`config.mk`:
```
export PLATFORM = sky130hd
export DESIGN_NAME = vga_genlock
export DESIGN_NICKNAME = d
export VERILOG_FILES = /design/src/rtl/vga_genlock.sv
export SDC_FILE = /design/constraint.sdc
export NUM_CORES = 1
export LEC_CHECK = 0
export CAP_MARGIN = 20
export CORE_MARGIN = 10
export CORE_UTILIZATION = 56
export CTS_CLUSTER_SIZE = 24
export DETAILED_ROUTE_END_ITERATION = 7
export GPL_TIMING_DRIVEN = 0
export PLACE_DENSITY = 0.87
export SETUP_SLACK_MARGIN = 0.3
export SLEW_MARGIN = 5
export SYNTH_ARGS = -nofsm -noshare
export SYNTH_HDL_FRONTEND = slang
export SYNTH_SLANG_ARGS = --single-unit
```
`constraint.sdc`:
```
create_clock -name clk -period 4.1 [get_ports clk]
set_clock_uncertainty 0.15 [all_clocks]
set_input_delay 1.025 -clock clk [delete_from_list [all_inputs] [get_ports clk]]
set_output_delay 1.025 -clock clk [all_outputs]
set_load 0.02 [all_outputs]
```
`src/rtl/vga_genlock.sv`:
```
// Genlock front end for the VGA timing generator: measures an external reference vsync period,
// locks onto it and emits a delayed one-cycle genlock pulse after each qualified reference edge.
module vga_genlock #(
  parameter logic [19:0] MIN_PERIOD   = 20'd300000,
  parameter logic [19:0] MAX_PERIOD   = 20'd370000,
  parameter logic [2:0]  LOCK_COUNT   = 3'd4,
  parameter logic [1:0]  UNLOCK_COUNT = 2'd2
) (
  input  logic        clk,
  input  logic        srst,
  input  logic        enable,
  input  logic        ref_vsync,
  input  logic [19:0] offset,
  output logic        genlock,
  output logic        locked,
  output logic [19:0] period,
  output logic        timeout
);

  typedef enum logic [1:0] {StIdle, StSearch, StLocking, StLocked} state_e;

  state_e      state_q, state_d;
  logic        s1_q, s2_q, s3_q;
  logic        ref_edge;
  logic [19:0] pcnt_q, pcnt_d, pcnt_inc;
  logic [19:0] period_q, period_d;
  logic [19:0] dcnt_q, dcnt_d;
  logic [2:0]  good_q, good_d, good_inc;
  logic [1:0]  miss_q, miss_d, miss_inc;
  logic        pending_q, pending_d;
  logic        locked_q, timeout_q, timeout_d;
  logic        good_period, to_cond, arm, cancel;

  assign ref_edge    = s2_q & ~s3_q;
  assign pcnt_inc    = pcnt_q + 20'd1;
  assign good_inc    = good_q + 3'd1;
  assign miss_inc    = miss_q + 2'd1;
  assign good_period = (pcnt_inc >= MIN_PERIOD) && (pcnt_inc <= MAX_PERIOD);
  // An edge landing on the would-be timeout cycle is treated as an edge.
  assign to_cond     = !ref_edge && (pcnt_q == MAX_PERIOD) &&
                       ((state_q == StLocking) || (state_q == StLocked));

  always_comb begin
    state_d   = state_q;
    good_d    = good_q;
    miss_d    = miss_q;
    arm       = 1'b0;
    cancel    = 1'b0;
    timeout_d = 1'b0;
    if (!enable) begin
      state_d = StIdle;
      cancel  = 1'b1;
    end else begin
      unique case (state_q)
        StIdle: state_d = StSearch;
        StSearch: begin
          if (ref_edge) begin
            state_d = StLocking;
            good_d  = 3'd0;
          end
        end
        StLocking: begin
          if (ref_edge) begin
            if (good_period) begin
              good_d = good_inc;
              if (good_inc == LOCK_COUNT) begin
                state_d = StLocked;
                miss_d  = 2'd0;
                arm     = 1'b1;
              end
            end else begin
              good_d = 3'd0;
            end
          end else if (to_cond) begin
            state_d   = StSearch;
            timeout_d = 1'b1;
          end
        end
        StLocked: begin
          if (ref_edge) begin
            if (good_period) begin
              miss_d = 2'd0;
              arm    = 1'b1;
            end else begin
              miss_d = miss_inc;
              cancel = 1'b1;
              if (miss_inc == UNLOCK_COUNT) begin
                state_d = StLocking;
                good_d  = 3'd0;
              end
            end
          end else if (to_cond) begin
            state_d   = StSearch;
            cancel    = 1'b1;
            timeout_d = 1'b1;
          end
        end
        default: state_d = StIdle;
      endcase
    end
  end

  always_comb begin
    pcnt_d = pcnt_q;
    if ((state_q == StIdle) || ref_edge) begin
      pcnt_d = 20'd0;
    end else if (pcnt_q != MAX_PERIOD + 20'd1) begin
      pcnt_d = pcnt_inc;
    end
    period_d = period_q;
    if (ref_edge && enable && (state_q != StIdle)) begin
      period_d = pcnt_inc;
    end
  end

  // Single outstanding pulse: arming always overrides whatever was pending.
  always_comb begin
    dcnt_d    = dcnt_q;
    pending_d = pending_q;
    if (arm) begin
      dcnt_d    = offset;
      pending_d = 1'b1;
    end else if (cancel) begin
      pending_d = 1'b0;
    end else if (pending_q) begin
      if (dcnt_q == 20'd0) begin
        pending_d = 1'b0;
      end else begin
        dcnt_d = dcnt_q - 20'd1;
      end
    end
  end

  always_ff @(posedge clk) begin
    if (srst) begin
      state_q   <= StIdle;
      s1_q      <= 1'b0;
      s2_q      <= 1'b0;
      s3_q      <= 1'b0;
      pcnt_q    <= 20'd0;
      period_q  <= 20'd0;
      dcnt_q    <= 20'd0;
      good_q    <= 3'd0;
      miss_q    <= 2'd0;
      pending_q <= 1'b0;
      locked_q  <= 1'b0;
      timeout_q <= 1'b0;
    end else begin
      state_q   <= state_d;
      s1_q      <= ref_vsync;
      s2_q      <= s1_q;
      s3_q      <= s2_q;
      pcnt_q    <= pcnt_d;
      period_q  <= period_d;
      dcnt_q    <= dcnt_d;
      good_q    <= good_d;
      miss_q    <= miss_d;
      pending_q <= pending_d;
      locked_q  <= (state_d == StLocked);
      timeout_q <= timeout_d;
    end
  end

  assign genlock = pending_q && (dcnt_q == 20'd0);
  assign locked  = locked_q;
  assign period  = period_q;
  assign timeout = timeout_q;

endmodule

```
Word-level counts from Yosys, hierarchy flattened
Cells that the tools add are included.
{"block": "word_totals", "register_bits": 73, "latch_bits": 0, "ramBits": 0, "rom_bits": 0, "input_bits": 24, "word_cells": 103, "mem_count": 0}
{"block": "op_classes", "n_addsub": 4, "mul": 0, "n_div": 0, "n_lt_le_gt_ge": 2, "eq_ne": 17, "shift": 0, "muxes": 43, "n_bitwise": 4, "reduce_logical": 21}
{"op": "20-bit two-way mux", "n": 4}
{"op": "2-bit two-way mux", "n": 14}
{"op": "20-bit by 1-bit adder with 20-bit output, second input constant", "n": 1}
{"op": "20-bit by 19-bit equality test with 1-bit output, second input constant", "n": 1}
{"op": "20-bit by 19-bit greater-or-equal comparator with 1-bit output, second input constant", "n": 1}
{"op": "20-bit by 19-bit <= comparator with 1-bit output, second input constant", "n": 1}
{"op": "20-bit zero test", "n": 1}
{"op": "20-bit by 19-bit != test with 1-bit output, second input constant", "n": 1}
{"op": "20-bit by 1-bit subtractor with 20-bit output, second input constant", "n": 1}
{"op": "3-bit two-way mux", "n": 6}
{"op": "1-bit two-way mux", "n": 15}
{"op": "2-bit != test, second input constant", "n": 7}
{"op": "3-bit one-hot mux with 3 select lines", "n": 1}
{"op": "2-bit equality test, second input constant", "n": 4}
{"op": "2-bit one-hot mux with 4 select lines", "n": 1}
{"op": "7-bit AND reduction", "n": 1}
{"op": "1-bit logical AND", "n": 6}
{"op": "6-bit AND reduction", "n": 1}
{"op": "2-bit nonzero test", "n": 3}
{"op": "2-bit by 1-bit != test with 1-bit output, second input constant", "n": 2}
{"op": "2-bit one-hot mux with 2 select lines", "n": 1}
{"op": "2-bit OR reduction", "n": 2}
{"op": "4-bit OR reduction", "n": 1}
{"op": "3-bit by 1-bit adder with 3-bit output, second input constant", "n": 1}
{"op": "other kinds (11)", "n": 14}

Logic depth before layout (Yosys ltp)
{"block": "logic_depth", "ltp_word": 11, "depth_mapped": 13, "ltp_nobuf": 10}

Least setup slack after synthesis
Ideal clock, no wire load.
{"block": "synth_path", "path_kind": "register -> output", "from": "register dcnt_q[2]", "to": "output genlock", "t_arrival_ns": 2.613, "required_time_ns": 2.925, "path_slack_ns": 0.312, "path_stages_with_launch": 7, "path_cell_list": "dfxtp_1 > or4_4 > or4_4 > or4_4 > or4_4 > nor3_2 > and2_1"}
{"block": "synth_between", "elab_chain_len": 2}
{"element": "from (decl)", "line_no": "27", "text": "logic [19:0] dcnt_q, dcnt_d;"}
{"element": "from (signal assigned)", "line_no": "155", "text": "dcnt_q <= dcnt_d;"}
{"element": "20-bit zero test", "line_no": "164", "text": "assign genlock = pending_q && (dcnt_q == 20'd0);"}
{"element": "1-bit logical AND", "line_no": "164"}
{"element": "to (decl)", "line_no": "14", "text": "output logic genlock,"}
No other way between the ends.

Final worst setup path
{"block": "layout_path", "from": "register dcnt_q[5]", "to": "output genlock"}
Same word-level chain as after synthesis.

==> flow_summary.html <==
<table>
<tr><th>Metric</th><th>Value</th></tr>
<tr><th colspan="2">Layout</th></tr>
<tr><td>Syn-to-layout area delta</td><td>34.6%</td></tr>
<tr><td># fillers</td><td>465</td></tr>
<tr><td>Share of final-layout standard cells stronger than drive strength 1</td><td>around 21%</td></tr>
<tr><td>Final-stage net count</td><td>592</td></tr>
<tr><td>ANT cells</td><td>0</td></tr>
<tr><td>Area occupied by multi-input gates</td><td>0.00256 sq mm</td></tr>
<tr><td>Non-filler instance count after layout</td><td>661</td></tr>
<tr><td>Area taken by flip-flops and latches</td><td>roughly 0.0015 sq mm</td></tr>
<tr><th colspan="2">Die</th></tr>
<tr><td>Core Rows</td><td>30</td></tr>
<tr><td>X dimension of the die</td><td>between 100 and 150 um</td></tr>
<tr><td>Full die area</td><td>0.0108 sq mm</td></tr>
<tr><td>Die height</td><td>~100 um</td></tr>
<tr><td>Core footprint</td><td>~0.007 sq mm</td></tr>
<tr><td>Number of top-level pins</td><td>47</td></tr>
<tr><td>Effective utilization at floorplan</td><td>58.0%</td></tr>
<tr><th colspan="2">Clock tree</th></tr>
<tr><td>Worst skew pair latency</td><td>approximately 0.36 ns</td></tr>
<tr><td>Clk root buf</td><td>sky130_fd_sc_hd__clkbuf_8</td></tr>
<tr><td>Num CTS Buffers</td><td>9</td></tr>
<tr><td>CTS max path bufs</td><td>2</td></tr>
<tr><td>Total number of clock tree sinks</td><td>73</td></tr>
<tr><td>Hold-fix buffers at CTS</td><td>0</td></tr>
<tr><td>Clock-pin slew of the registers on the worst-case setup and hold paths</td><td>about 0.080 ns</td></tr>
<tr><td>TritonCTS clock tree</td><td>yes</td></tr>
<tr><td>Deepest level of the CTS H-tree</td><td>3</td></tr>
<tr><th colspan="2">Place</th></tr>
<tr><td>Routability congestion estimate from global placement</td><td>a little over 0.9</td></tr>
<tr><td>Post-DP HPWL</td><td>around 7800 um</td></tr>
<tr><td>Number of placed instances with taps included</td><td>approximately 620</td></tr>
<tr><td>PortBufs</td><td>46</td></tr>
<tr><th colspan="2">STA</th></tr>
<tr><td>Final Max Slew Viols</td><td>0</td></tr>
<tr><td>Setup-violating endpoint count in the final report</td><td>1</td></tr>
<tr><td>Max-slew headroom</td><td>between 50 and 60%</td></tr>
<tr><td>Setup repair after global routing missed its margin</td><td>true</td></tr>
<tr><td>Worst Max-Slew Pin Slew</td><td>0.710 ns</td></tr>
<tr><td>Final Hold Viols</td><td>0</td></tr>
<tr><td>Final worst-path setup slack</td><td>-0.307 ns</td></tr>
<tr><td>Final total negative setup slack</td><td>-0.307 ns</td></tr>
<tr><td>Post-route fraction of the period consumed by the critical path</td><td>107%</td></tr>
<tr><td>Clock period minus worst slack</td><td>4.41 ns</td></tr>
<tr><td>FMAX</td><td>227 MHz</td></tr>
<tr><th colspan="2">Detailed routing</th></tr>
<tr><td>Routed Wire Length</td><td>13200 um</td></tr>
<tr><td>Detailed-route wire length per cell</td><td>around 20 um</td></tr>
<tr><td>Met1 routed wirelength after detailed routing</td><td>~5300 um</td></tr>
<tr><td>Number of violations reported at the end of detailed-routing iteration 0</td><td>around 440</td></tr>
<tr><td>Total length of routed met2 wires</td><td>~6300 um</td></tr>
<tr><td>Total via count after detailed routing</td><td>between 4000 and 5000</td></tr>
<tr><td>Vias per Instance</td><td>about 6.5</td></tr>
<tr><td>Uppermost metal layer occupied by signal nets</td><td>met4</td></tr>
<tr><td>Number of routed nets with antenna violations</td><td>0</td></tr>
<tr><td>Number of optimization iterations in the first detailed-route pass</td><td>6</td></tr>
<tr><td>Detail Route met3 WL</td><td>~1200 um</td></tr>
<tr><td>DRC</td><td>0</td></tr>
<tr><th colspan="2">Synth</th></tr>
<tr><td>YS warnings</td><td>0</td></tr>
<tr><td>Synth top cells by count</td><td>sky130_fd_sc_hd__nor2_1, sky130_fd_sc_hd__dfxtp_1, sky130_fd_sc_hd__nand2_1</td></tr>
<tr><td>Post-synthesis average cell area</td><td>8.31 sq um</td></tr>
<tr><td>Primary FF master, synth</td><td>sky130_fd_sc_hd__dfxtp_1</td></tr>
<tr><td>Leading cell type by number of instances after synthesis</td><td>sky130_fd_sc_hd__nor2_1</td></tr>
<tr><td>Cell count after synthesis</td><td>approximately 480</td></tr>
<tr><td>Cell type with the highest aggregate area in the netlist</td><td>sky130_fd_sc_hd__dfxtp_1</td></tr>
<tr><td>Ys async rst share</td><td>0%</td></tr>
<tr><td>Flip-flop and latch count after synthesis</td><td>73</td></tr>
<tr><td>Syn_nets</td><td>509</td></tr>
<tr><td>Largest cells by area after synthesis</td><td>sky130_fd_sc_hd__dfxtp_1, sky130_fd_sc_hd__nor2_1, sky130_fd_sc_hd__a211oi_1</td></tr>
<tr><td>Post-synth cell types</td><td>62</td></tr>
<tr><td>Post-synth design cell area</td><td>between 0.003 and 0.004 sq mm</td></tr>
<tr><td>Post-synthesis sequential area ratio</td><td>36.9%</td></tr>
<tr><td>Count of flip-flops with a built-in enable after synthesis</td><td>0</td></tr>
<tr><td>Top-area cell type share of the netlist area</td><td>between 30% and 40%</td></tr>
<tr><th colspan="2">Worst setup path</th></tr>
<tr><td>Largest stage delay on the critical path</td><td>around 0.55 ns</td></tr>
<tr><td>Element type at the critical path end</td><td>output port</td></tr>
<tr><td>Slowest stage cell on the critical path</td><td>sky130_fd_sc_hd__or4_4</td></tr>
<tr><td>Data required time of the worst path</td><td>a little under 3 ns</td></tr>
<tr><td>Startpoint of the lowest-slack register-to-register path</td><td>dcnt_q[5]</td></tr>
<tr><td>Worst path top cell family by delay</td><td>simple AND/OR/NAND/NOR gates</td></tr>
<tr><td>Arrival time reported for the critical path endpoint</td><td>around 3.2 ns</td></tr>
<tr><td>Cell occurring most often along the worst timing path</td><td>sky130_fd_sc_hd__or4_4</td></tr>
<tr><td>Cells along the critical path</td><td>or4_4, or4_4, or4_4, or4_4, nor3_4, and2_4, buf_6</td></tr>
<tr><td>Setup CP Type</td><td>reg -&gt; out</td></tr>
<tr><td>Maximum fanout encountered on the critical timing path</td><td>2</td></tr>
<tr><td>Reg2Reg Setup Slack</td><td>0.14 ns</td></tr>
<tr><td>Critical Path Start Type</td><td>flip-flop</td></tr>
<tr><td>Worst R2R Path Depth</td><td>12</td></tr>
<tr><td>Capture instance of the worst register-to-register path</td><td>dcnt_q[5]</td></tr>
<tr><td>Number of buffers and inverters on the critical path</td><td>1</td></tr>
<tr><th colspan="2">Min path</th></tr>
<tr><td>Source of the worst hold timing path</td><td>s1_q</td></tr>
<tr><td>Worst hold-check path type</td><td>reg -&gt; reg</td></tr>
<tr><td>Worst-case hold path end point</td><td>s2_q</td></tr>
<tr><td>Number of instances on the worst hold path</td><td>1</td></tr>
<tr><th colspan="2">Global route</th></tr>
<tr><td>Global router's overall resource usage</td><td>between 20% and 30%</td></tr>
<tr><td>Pin count of the biggest net entering global routing</td><td>13</td></tr>
<tr><td>Via count of the first global-routing pass</td><td>around 4000</td></tr>
<tr><td>Initial antenna violation count</td><td>0</td></tr>
<tr><td>Total congestion overflow after global routing</td><td>0</td></tr>
<tr><td>Global-route wire length before repair</td><td>19000 um</td></tr>
<tr><th colspan="2">Power</th></tr>
<tr><td>Leakage power total</td><td>about 0.0018 uW</td></tr>
<tr><td>Overall power consumption</td><td>roughly 1500 uW</td></tr>
<tr><td>Maximum resistive drop on vdd</td><td>about 0.24 mV</td></tr>
<tr><td>Pwr Density</td><td>around 280 mW/mm^2</td></tr>
<tr><th colspan="2">Job</th></tr>
<tr><td>Number of max-cap violations</td><td>0</td></tr>
<tr><th colspan="2">Run status</th></tr>
<tr><td>Outcome</td><td>complete, but fails checks</td></tr>
<tr><td>Failing checks</td><td>negative setup slack</td></tr>
</table>
-- layout make-up --
cell class              instances  share of cell area, %
multi-input cells             357                   48.1
repair buffers                 72                   13.1
plain buffers                  34                   3.59
clock buffers                  11                   2.46
flip-flops and latches         73                   27.7
well taps                      96                   2.25
clock inverters                 5                   1.95
inverters                      13                  0.915
-- routing by layer --
layer,track usage (%),vias up
met5,0,-
met2,34.0,291
met3,3.35,61
met4,8.25,0
met1,26.1,2029
li1,-,1917
-- flip-flops by register name, indices dropped and copies added (netlist names) --
name	count
dcnt_q	20
pcnt_q	20
period	20
good_q	3
miss_q	2
state_q	2
locked	1
pending_q	1
s1_q	1
s2_q	1
s3_q	1
timeout	1
-- per-stage QoR --
| step | utilization [%] | cell area, sq um | hold WS (ns) | setup slack [ns] |
|---|---|---|---|---|
| finish | 78.1 | 5340 | 0.296 | -0.307 |
| global route | 78.1 | 5340 | 0.327 | -0.311 |
| CTS | 72.6 | 4960 | 0.305 | -0.209 |
| detailed placement | 66.5 | 4540 | 0.284 | -0.399 |
| global placement | 66.5 | 4540 | 0.271 | -0.389 |
| floorplan | - | 3960 | 0.264 | 0.312 |
-- layout by cell type, fill, tap and decap left out, types with 7 or more instances in the layout --
cell type                         instances
sky130_fd_sc_hd__a211oi_1                23
sky130_fd_sc_hd__a21oi_1                  7
sky130_fd_sc_hd__a311oi_1                10
sky130_fd_sc_hd__a311oi_2                 8
sky130_fd_sc_hd__buf_4                   25
sky130_fd_sc_hd__clkbuf_1                20
sky130_fd_sc_hd__clkbuf_8                 9
sky130_fd_sc_hd__clkdlybuf4s50_1         45
sky130_fd_sc_hd__dfxtp_1                 66
sky130_fd_sc_hd__ha_1                     7
sky130_fd_sc_hd__inv_1                   13
sky130_fd_sc_hd__nand2_1                 27
sky130_fd_sc_hd__nand2b_1                 8
sky130_fd_sc_hd__nand3_1                 11
sky130_fd_sc_hd__nor2_1                  77
sky130_fd_sc_hd__nor3_1                  10
sky130_fd_sc_hd__nor4_1                   9
sky130_fd_sc_hd__o21ai_2                  9
sky130_fd_sc_hd__or3_1                   24
sky130_fd_sc_hd__xnor2_1                 17
-- cells by family (layout without fill, tap and decap cells) --
| group | Yosys count | count (layout) | synth area share [%] |
|---|---|---|---|
| flops | 73 | 73 | 36.9 |
| mux | 4 | 4 | 1.14 |
| simple gates | 225 | 225 | 30.2 |
| buf+inv | 47 | 135 | 5.62 |
| compound gates | 97 | 97 | 18.6 |
| xor+xnor | 23 | 23 | 5.08 |
| fa+ha+maj | 8 | 8 | 2.53 |
-- worst max path at each step --
| stage | from | endpoint | cells past startpoint |
|---|---|---|---|
| 2_1_floorplan | dcnt_q[2] | genlock | 6 |
| 3_3_place_gp | dcnt_q[2] | genlock | 7 |
| 3_5_place_dp | dcnt_q[2] | genlock | 7 |
| 4_1_cts | dcnt_q[5] | genlock | 7 |
| 5_1_grt | dcnt_q[5] | genlock | 7 |
| 6_report | dcnt_q[5] | genlock | 7 |
-- power by group --
part | internal, uW | switching (uW)
Clock | 405 | 286
Combinational | 33.0 | 34.3
Sequential | 712 | 2.74
Total | 1150 | 323
-- repair_timing --
action | 4_1_cts | 5_1_grt
gates resized for setup | 27 | 56
pin swaps | 9 | 42
gates cloned | 1 | 1
buffers inserted | 9 | 15
endpoints found under the setup margin | 24 | 23
Power figures use the tool's default switching activity.
